### src/rtl/proc_pkg.sv
// Shared definitions for the processor control path: sequencer state
// encoding, default phase geometry and the names of the datapath phases.
package proc_pkg;

    // Default phase geometry of one instruction.
    localparam int NUM_PHASES_DEF  = 5;
    localparam int PHASE_W_DEF     = 3;
    localparam int SYNC_STAGES_DEF = 2;

    // Datapath stage that each phase index drives.
    localparam int PH_FETCH  = 0;
    localparam int PH_DECODE = 1;
    localparam int PH_EXEC   = 2;
    localparam int PH_MEM    = 3;
    localparam int PH_WB     = 4;

    // Sequencer run state.
    typedef enum logic [1:0] {
        ST_IDLE   = 2'd0,
        ST_RUN    = 2'd1,
        ST_STEP   = 2'd2,
        ST_HALTED = 2'd3
    } state_t;

endpackage

### src/rtl/phase_sequencer_exec_edge_sync.sv
// Button input conditioner: a SYNC_STAGES flop synchronizer followed by a
// rising-edge detector. Every flop resets to 1, so a button that is already
// held down when reset is released is treated as "old news" and produces no
// pulse until it has been released and pressed again.
module exec_edge_sync #(
    parameter int SYNC_STAGES = 2
) (
    input  logic clock,
    input  logic reset,
    input  logic din,
    output logic pulse
);

    logic [SYNC_STAGES-1:0] sync_q;
    logic                   prev_q;

    // Shift the raw input through the synchronizer and remember the last
    // synchronized level for edge detection.
    always_ff @(posedge clock or posedge reset) begin
        if (reset) begin
            sync_q <= '1;
            prev_q <= 1'b1;
        end else begin
            sync_q <= {sync_q[SYNC_STAGES-2:0], din};
            prev_q <= sync_q[SYNC_STAGES-1];
        end
    end

    // Single-cycle pulse on a synchronized 0 -> 1 transition.
    always_comb begin
        pulse = sync_q[SYNC_STAGES-1] & ~prev_q;
    end

endmodule

### src/rtl/phase_sequencer.sv
// Instruction phase sequencer. Steps the datapath through NUM_PHASES phases
// per instruction with one-hot phase enables, and applies the front-panel
// run / stop / single-step policy plus the datapath halt flag. Run-state
// changes only happen at an instruction boundary (the last, unstalled phase),
// so an instruction is never cut short except by reset.
module phase_sequencer
    import proc_pkg::*;
#(
    parameter int NUM_PHASES  = NUM_PHASES_DEF,
    parameter int PHASE_W     = PHASE_W_DEF,
    parameter int SYNC_STAGES = SYNC_STAGES_DEF
) (
    input  logic                  clock,
    input  logic                  reset,
    input  logic                  exec,
    input  logic                  step_mode,
    input  logic                  halt,
    input  logic                  stall,
    output logic [PHASE_W-1:0]    phase,
    output logic [NUM_PHASES-1:0] phase_en,
    output logic                  instr_done,
    output logic                  running,
    output logic                  halted,
    output state_t                state_dbg
);

    localparam logic [PHASE_W-1:0] LAST_PHASE = PHASE_W'(NUM_PHASES - 1);

    state_t               state_q, state_d;
    logic [PHASE_W-1:0]   phase_q, phase_d;
    logic                 pause_q, pause_d;
    logic                 exec_pulse;
    logic                 active;
    logic                 last;

    exec_edge_sync #(
        .SYNC_STAGES(SYNC_STAGES)
    ) u_exec_sync (
        .clock (clock),
        .reset (reset),
        .din   (exec),
        .pulse (exec_pulse)
    );

    // A phase is "active" when the sequencer is executing and the datapath
    // is not requesting a wait; the boundary is the last active phase.
    always_comb begin
        active = ((state_q == ST_RUN) || (state_q == ST_STEP)) && !stall;
        last   = active && (phase_q == LAST_PHASE);
    end

    // State, phase counter and pending-pause registers.
    always_ff @(posedge clock or posedge reset) begin
        if (reset) begin
            state_q <= ST_IDLE;
            phase_q <= '0;
            pause_q <= 1'b0;
        end else begin
            state_q <= state_d;
            phase_q <= phase_d;
            pause_q <= pause_d;
        end
    end

    // Next-state, phase advance and pause-request bookkeeping.
    always_comb begin
        state_d = state_q;
        phase_d = phase_q;
        pause_d = pause_q;

        if (active) begin
            phase_d = last ? '0 : phase_q + PHASE_W'(1);
        end

        case (state_q)
            ST_IDLE: begin
                // step_mode only matters at the moment execution starts.
                phase_d = '0;
                pause_d = 1'b0;
                if (exec_pulse) begin
                    state_d = step_mode ? ST_STEP : ST_RUN;
                end
            end
            ST_RUN: begin
                if (last) begin
                    // Halt beats a pending pause; a press landing on the
                    // boundary cycle counts for this boundary.
                    pause_d = 1'b0;
                    if (halt) begin
                        state_d = ST_HALTED;
                    end else if (pause_q || exec_pulse) begin
                        state_d = ST_IDLE;
                    end
                end else if (exec_pulse) begin
                    pause_d = 1'b1;
                end
            end
            ST_STEP: begin
                if (last) begin
                    state_d = halt ? ST_HALTED : ST_IDLE;
                end
            end
            ST_HALTED: begin
                phase_d = '0;
                pause_d = 1'b0;
            end
            default: begin
                state_d = ST_IDLE;
                phase_d = '0;
                pause_d = 1'b0;
            end
        endcase
    end

    // Datapath-facing outputs decoded from the current state and phase.
    always_comb begin
        phase_en = '0;
        for (int i = 0; i < NUM_PHASES; i++) begin
            phase_en[i] = active && (phase_q == PHASE_W'(i));
        end
        phase      = phase_q;
        instr_done = last;
        running    = (state_q == ST_RUN) || (state_q == ST_STEP);
        halted     = (state_q == ST_HALTED);
        state_dbg  = state_q;
    end

endmodule

### config.mk
export PLATFORM = sky130hd
export DESIGN_NAME = phase_sequencer
export DESIGN_NICKNAME = d
export VERILOG_FILES = /design/src/rtl/proc_pkg.sv /design/src/rtl/phase_sequencer_exec_edge_sync.sv /design/src/rtl/phase_sequencer.sv
export SDC_FILE = /design/constraint.sdc
export NUM_CORES = 1
export LEC_CHECK = 0
export ABC_AREA = 1
export CAP_MARGIN = 0
export CORE_AREA = 2 2 39 41
export CTS_CLUSTER_DIAMETER = 100
export DETAILED_ROUTE_END_ITERATION = 10
export DIE_AREA = 0 0 41 43
export PLACE_DENSITY = 0.8
export REMOVE_ABC_BUFFERS = 1
export SKIP_CTS_REPAIR_TIMING = 1
export SLEW_MARGIN = 20
export SYNTH_ARGS = -nofsm -noshare
export SYNTH_HDL_FRONTEND = slang
export SYNTH_HIERARCHICAL = 1
export SYNTH_SLANG_ARGS = --single-unit
export TNS_END_PERCENT = 100
### constraint.sdc
create_clock -name clock -period 4.5 [get_ports clock]
set_clock_uncertainty 0.15 [all_clocks]
set_input_delay 0.9 -clock clock [delete_from_list [all_inputs] [get_ports clock]]
set_output_delay 0.9 -clock clock [all_outputs]
set_load 0.02 [all_outputs]
; Word-level counts from Yosys, hierarchy flattened
; Cells that the tools add are included.
[word_totals]
regBits = 9
[op_classes]
add_sub_neg = 1
eq_ne = 12
muxes = 14
bitwise = 2
reduce_logical = 17
[op_table]
columns = operator, n
row1 = 2-bit 2-to-1 mux, 7
row2 = 3-bit 2-to-1 mux, 3
row3 = 3-bit by 2-bit equality test with 1-bit output (second input constant), 2
row4 = 1-bit logical AND, 6
row5 = 2-bit inequality test (second input constant), 3
row6 = 2-bit case mux with 3 select lines, 1
row7 = 5-bit AND reduction, 1
row8 = 2-bit equality test (second input constant), 2
row9 = 2-bit nonzero test, 2
row10 = 3-bit by 1-bit adder with 3-bit output (second input constant), 1
row11 = 3-bit by 1-bit equality test with 1-bit output (second input constant), 1
row12 = 3-bit equality test (second input constant), 1
row13 = 3-bit logical NOT, 1
row14 = 3-bit by 2-bit inequality test with 1-bit output (second input constant), 1
row15 = 3-bit inequality test (second input constant), 1
row16 = 3-bit nonzero test, 1
row17 = 2-bit by 1-bit equality test with 1-bit output (second input constant), 1
row18 = 2-bit logical NOT, 1
row19 = 1-bit logical OR, 2
row20 = 1-bit 2-to-1 mux, 2
row21 = 1-bit case mux with 2 select lines, 1
row22 = 2-bit AND reduction, 1
row23 = 2-bit OR reduction, 1
row24 = 1-bit AND, 1
row25 = other kinds (2), 2

; Longest topological paths before layout
[logic_depth]
word_depth = 7
depth_mapped = 9
depth_no_buf = 9

; By module
; The synthesis kept the hierarchy.
[modules_own_cells]
columns = module, n_inst, cells_per_inst, area_each_um2
row1 = phase_sequencer, 1, 68, 525.5
row2 = exec_edge_sync, 1, 6, 92.6

; Worst setup path before layout
; No wires, ideal clock.
[synth_timing]
path_type = reg-to-output
start = register state_q[0] (netlist: state_dbg[0])
end = output phase_en[4]
arrival_ns = 1.717
required_time_ns = 3.450
slack_ns = 1.733
stages_incl_launch_ff = 8
path_cell_list = dfrtp_1 inv_1 ha_1 inv_2 nor2_4 nand2_4 inv_1 buf_4
[synth_between]
elab_chain_cells = 4
[synth_lines]
columns = item, line
row1 = start: declaration, phase_sequencer.sv:29  ; state_t state_q, state_d;
row2 = start signal: assignment, phase_sequencer.sv:59  ; state_q <= state_d;
row3 = 2-bit by 1-bit equality test with 1-bit output or 2-bit equality test (tied branches), n/a
row4 = 1-bit logical OR (*), n/a
row5 = via running, phase_sequencer.sv:22  ; output logic running,
row6 = 1-bit logical AND (*), phase_sequencer.sv:48  ; active = ((state_q == ST_RUN) || (state_q == ST_STEP)) && !stall;
row7 = 1-bit logical AND (*), phase_sequencer.sv:119  ; phase_en[i] = active && (phase_q == PHASE_W'(i));
row8 = end: declaration, phase_sequencer.sv:20  ; output logic [NUM_PHASES-1:0] phase_en,
; Mark *: on every way through the listed nets, which the timed path passes. The rest lies on a longest branch.

; Final worst setup path
[layout_timing]
start = input stall
end = output phase_en[3]
[layout_between]
elab_chain_cells = 3
[layout_lines]
columns = item, line
row1 = start: declaration, phase_sequencer.sv:18  ; input logic stall,
row2 = 1-bit logical NOT, phase_sequencer.sv:48
row3 = 1-bit logical AND, phase_sequencer.sv:48
row4 = 1-bit logical AND, phase_sequencer.sv:119
; No other way between the ends.

==> impl_results.md <==
* GRT Overall Usage at 0.1672
* # fillers at 124
* RSZ-0062 raised after global routing: false
* Final setup fails at 0
* Minimum clock period at 3.465 ns
* Die span in y at 43 µm
* Syn. warnings at 6
* Crit path max fanout at 5
* Slew headroom at 0.8450
* Clock transition at path regs at 0.06 ns
* Status: complete, no violations
* Crit path capture type: primary output
* Hold path start: u_exec_sync/sync_q[0]
* Max_cap viols at 0
* First-pass GRT wire length at 1.897 mm
* Area of the core at 0.001384 mm²
* Initial drt markers at 4
* Final Power at 0.4934 mW
* Leak Pwr at 0.4144 nW
* Worst vdd ir at 0.2574 mV
* Worst hold margin at 0.2116 ns
* Overflow after GRT at 0
* I/O pin count at 19
* # nets final at 111
* Drt total wl at 1.180 mm
* Synthesized area at 618.1 µm²
* TritonCTS Buffers at 3
* Clock latency on the worst-skew pair at 0.26 ns
* Synth unique cells at 20
* H-tree level count at 1
* Clock buffer depth at 2
* Pwr dens at 589.5 mW/mm²
* Layout area overhead at 35.43%
* Final-report hold violation count at 0
* Seq/Total Area, Yosys at 0.3704
* Final ANT Viol Nets at 0
* Vias per cell at 4.739
* Layout Utilization at 0.6049
* Arr. time, crit path at 2.42 ns
* CP startpoint kind: primary input
* Hold Path Class: reg2reg
* Reg-to-Reg Start: state_dbg[1]
* Fmax at 288.6 MHz
* Vias in the first global route at 470
* Layout cells sized above 1 at 0.1474
* # DRC at 0
* Post-DP HPWL at 988.1 µm
* CTS tree: yes
* PortBufs at 18
* Vias at 526
* GP Congestion at 0.6976
* Least-Margin Pin Slew at 0.2317 ns
* DRT Pass-1 Iters at 4
* DR WL/cell at 10.63 µm
* Critical Path RT at 3.45 ns
* Period utilization at 0.7701
* Post-Syn Area per Cell at 8.353 µm²
* Initial core utilization at 0.4467
* Flops & latches, synth at 9
* Die ar. at 0.001763 mm²
* Final max-slew violation count at 0
* Crit path from: stall
* Chip width at 41 µm
* Mapped Cells at 74
* Final setup TNS at 0 ns
* Initial antenna violation count at 0
* ANT cells at 0
* Crit Path Class: in2out
* Clk sink count at 9
* Clk root buf: clkbuf_4
* Rows at 14
* Largest net degree at the start of global routing at 7
## where the power goes
part           total, mW  internal (mW)  switching (mW)
Sequential         0.122          0.102          0.0198
Clock             0.0598         0.0340          0.0258
Combinational      0.312          0.129           0.183
Total              0.493          0.265           0.229
## Yosys cell counts
cell,number,area share
nand3_1,2,0.016
inv_2,1,0.0061
nand3_2,1,0.016
nor2_1,9,0.055
dfstp_2,3,0.13
o22ai_1,1,0.010
nand2_1,15,0.091
a21oi_1,1,0.0081
o21ai_0,3,0.024
buf_4,1,0.012
nor2_2,1,0.010
nor2_4,1,0.018
nand2_4,2,0.036
dfrtp_1,6,0.24
ha_1,9,0.18
or2_2,1,0.010
inv_1,13,0.079
nor3_1,1,0.0081
o21ai_4,1,0.026
nand4_1,2,0.020
## state kept, by name, indices dropped and copies added, names as in the netlist
name,cells
u_exec_sync/prev_q,1
pause_q,1
state_dbg,2
phase,3
u_exec_sync/sync_q,2
## cell type report
| type | instances | area [µm²] | area share |
|---|---|---|---|
| clock buffers | 4 | 26.28 | 0.03139 |
| flip-flops and latches | 9 | 229.0 | 0.2735 |
| well taps | 16 | 20.02 | 0.02392 |
| inverters | 14 | 52.55 | 0.06278 |
| repair buffers | 18 | 180.2 | 0.2152 |
| multi-input cells | 50 | 329.1 | 0.3931 |
## metrics by stage
stage / area, µm² / instances / setup WS (ns)
2_1_floorplan: 610.6 / 73 / 1.760
5_1_grt: 837.1 / 111 / 0.9589
3_3_place_gp: 810.8 / 107 / 1.103
6_report: 837.1 / 111 / 1.035
4_1_cts: 837.1 / 111 / 1.019
3_5_place_dp: 810.8 / 107 / 1.025
## kinds of logic (layout without fill, tap and decap cells)
family,after synthesis,count (layout),synth area share
adders and majority gates,9,9,0.1822
DFF,9,9,0.3704
AOI/OAI and AO/OA,6,6,0.06882
buffers and inverters,15,36,0.09717
and+or+nand+nor,35,35,0.2814
## path summary, 6_finish.rpt
kind	to	slack, ns	cells past startpoint
max	phase_en[3]	1.03	5
min	u_exec_sync/sync_q[1]	0.21	0
max reg2reg	state_dbg[0]	2.74	9
min reg2reg	u_exec_sync/sync_q[1]	0.21	0
max in group asynchronous	state_dbg[1]	3.28	2
min in group asynchronous	phase[2]	0.73	2
## placed cells by master, fill, tap and decap left out
cell type        synthesis  routed
dfrtp_1                  6       6
nor3_1                   1       1
inv_2                    1       1
nand2_4                  2       2
o21ai_0                  3       3
nor2_1                   9       9
nand2_1                 15      15
o21ai_4                  1       1
nand4_1                  2       2
nor2_2                   1       1
inv_1                   13      13
nor2_4                   1       1
or2_2                    1       1
clkbuf_4                 0       3
clkbuf_1                 0       1
dfstp_2                  3       3
nand3_1                  2       2
ha_1                     9       9
clkdlybuf4s50_1          0      18
a21oi_1                  1       1
nand3_2                  1       1
o22ai_1                  1       1
## critical path, cell delays in order
cell and delay [ns]:
clkdlybuf4s50_1 0.46, nor2_4 0.19, inv_1 0.10, nor2_1 0.12, clkdlybuf4s50_1 0.63
## per-layer routing
layer | share of wire | global-route usage
met2 | 0.50 | 0.2438
met5 | 0 | 0
met4 | 0.025 | 0.1200
met3 | 0.029 | 0.03141
met1 | 0.45 | 0.2095
Note: power is estimated with default switching activity, not from simulation.
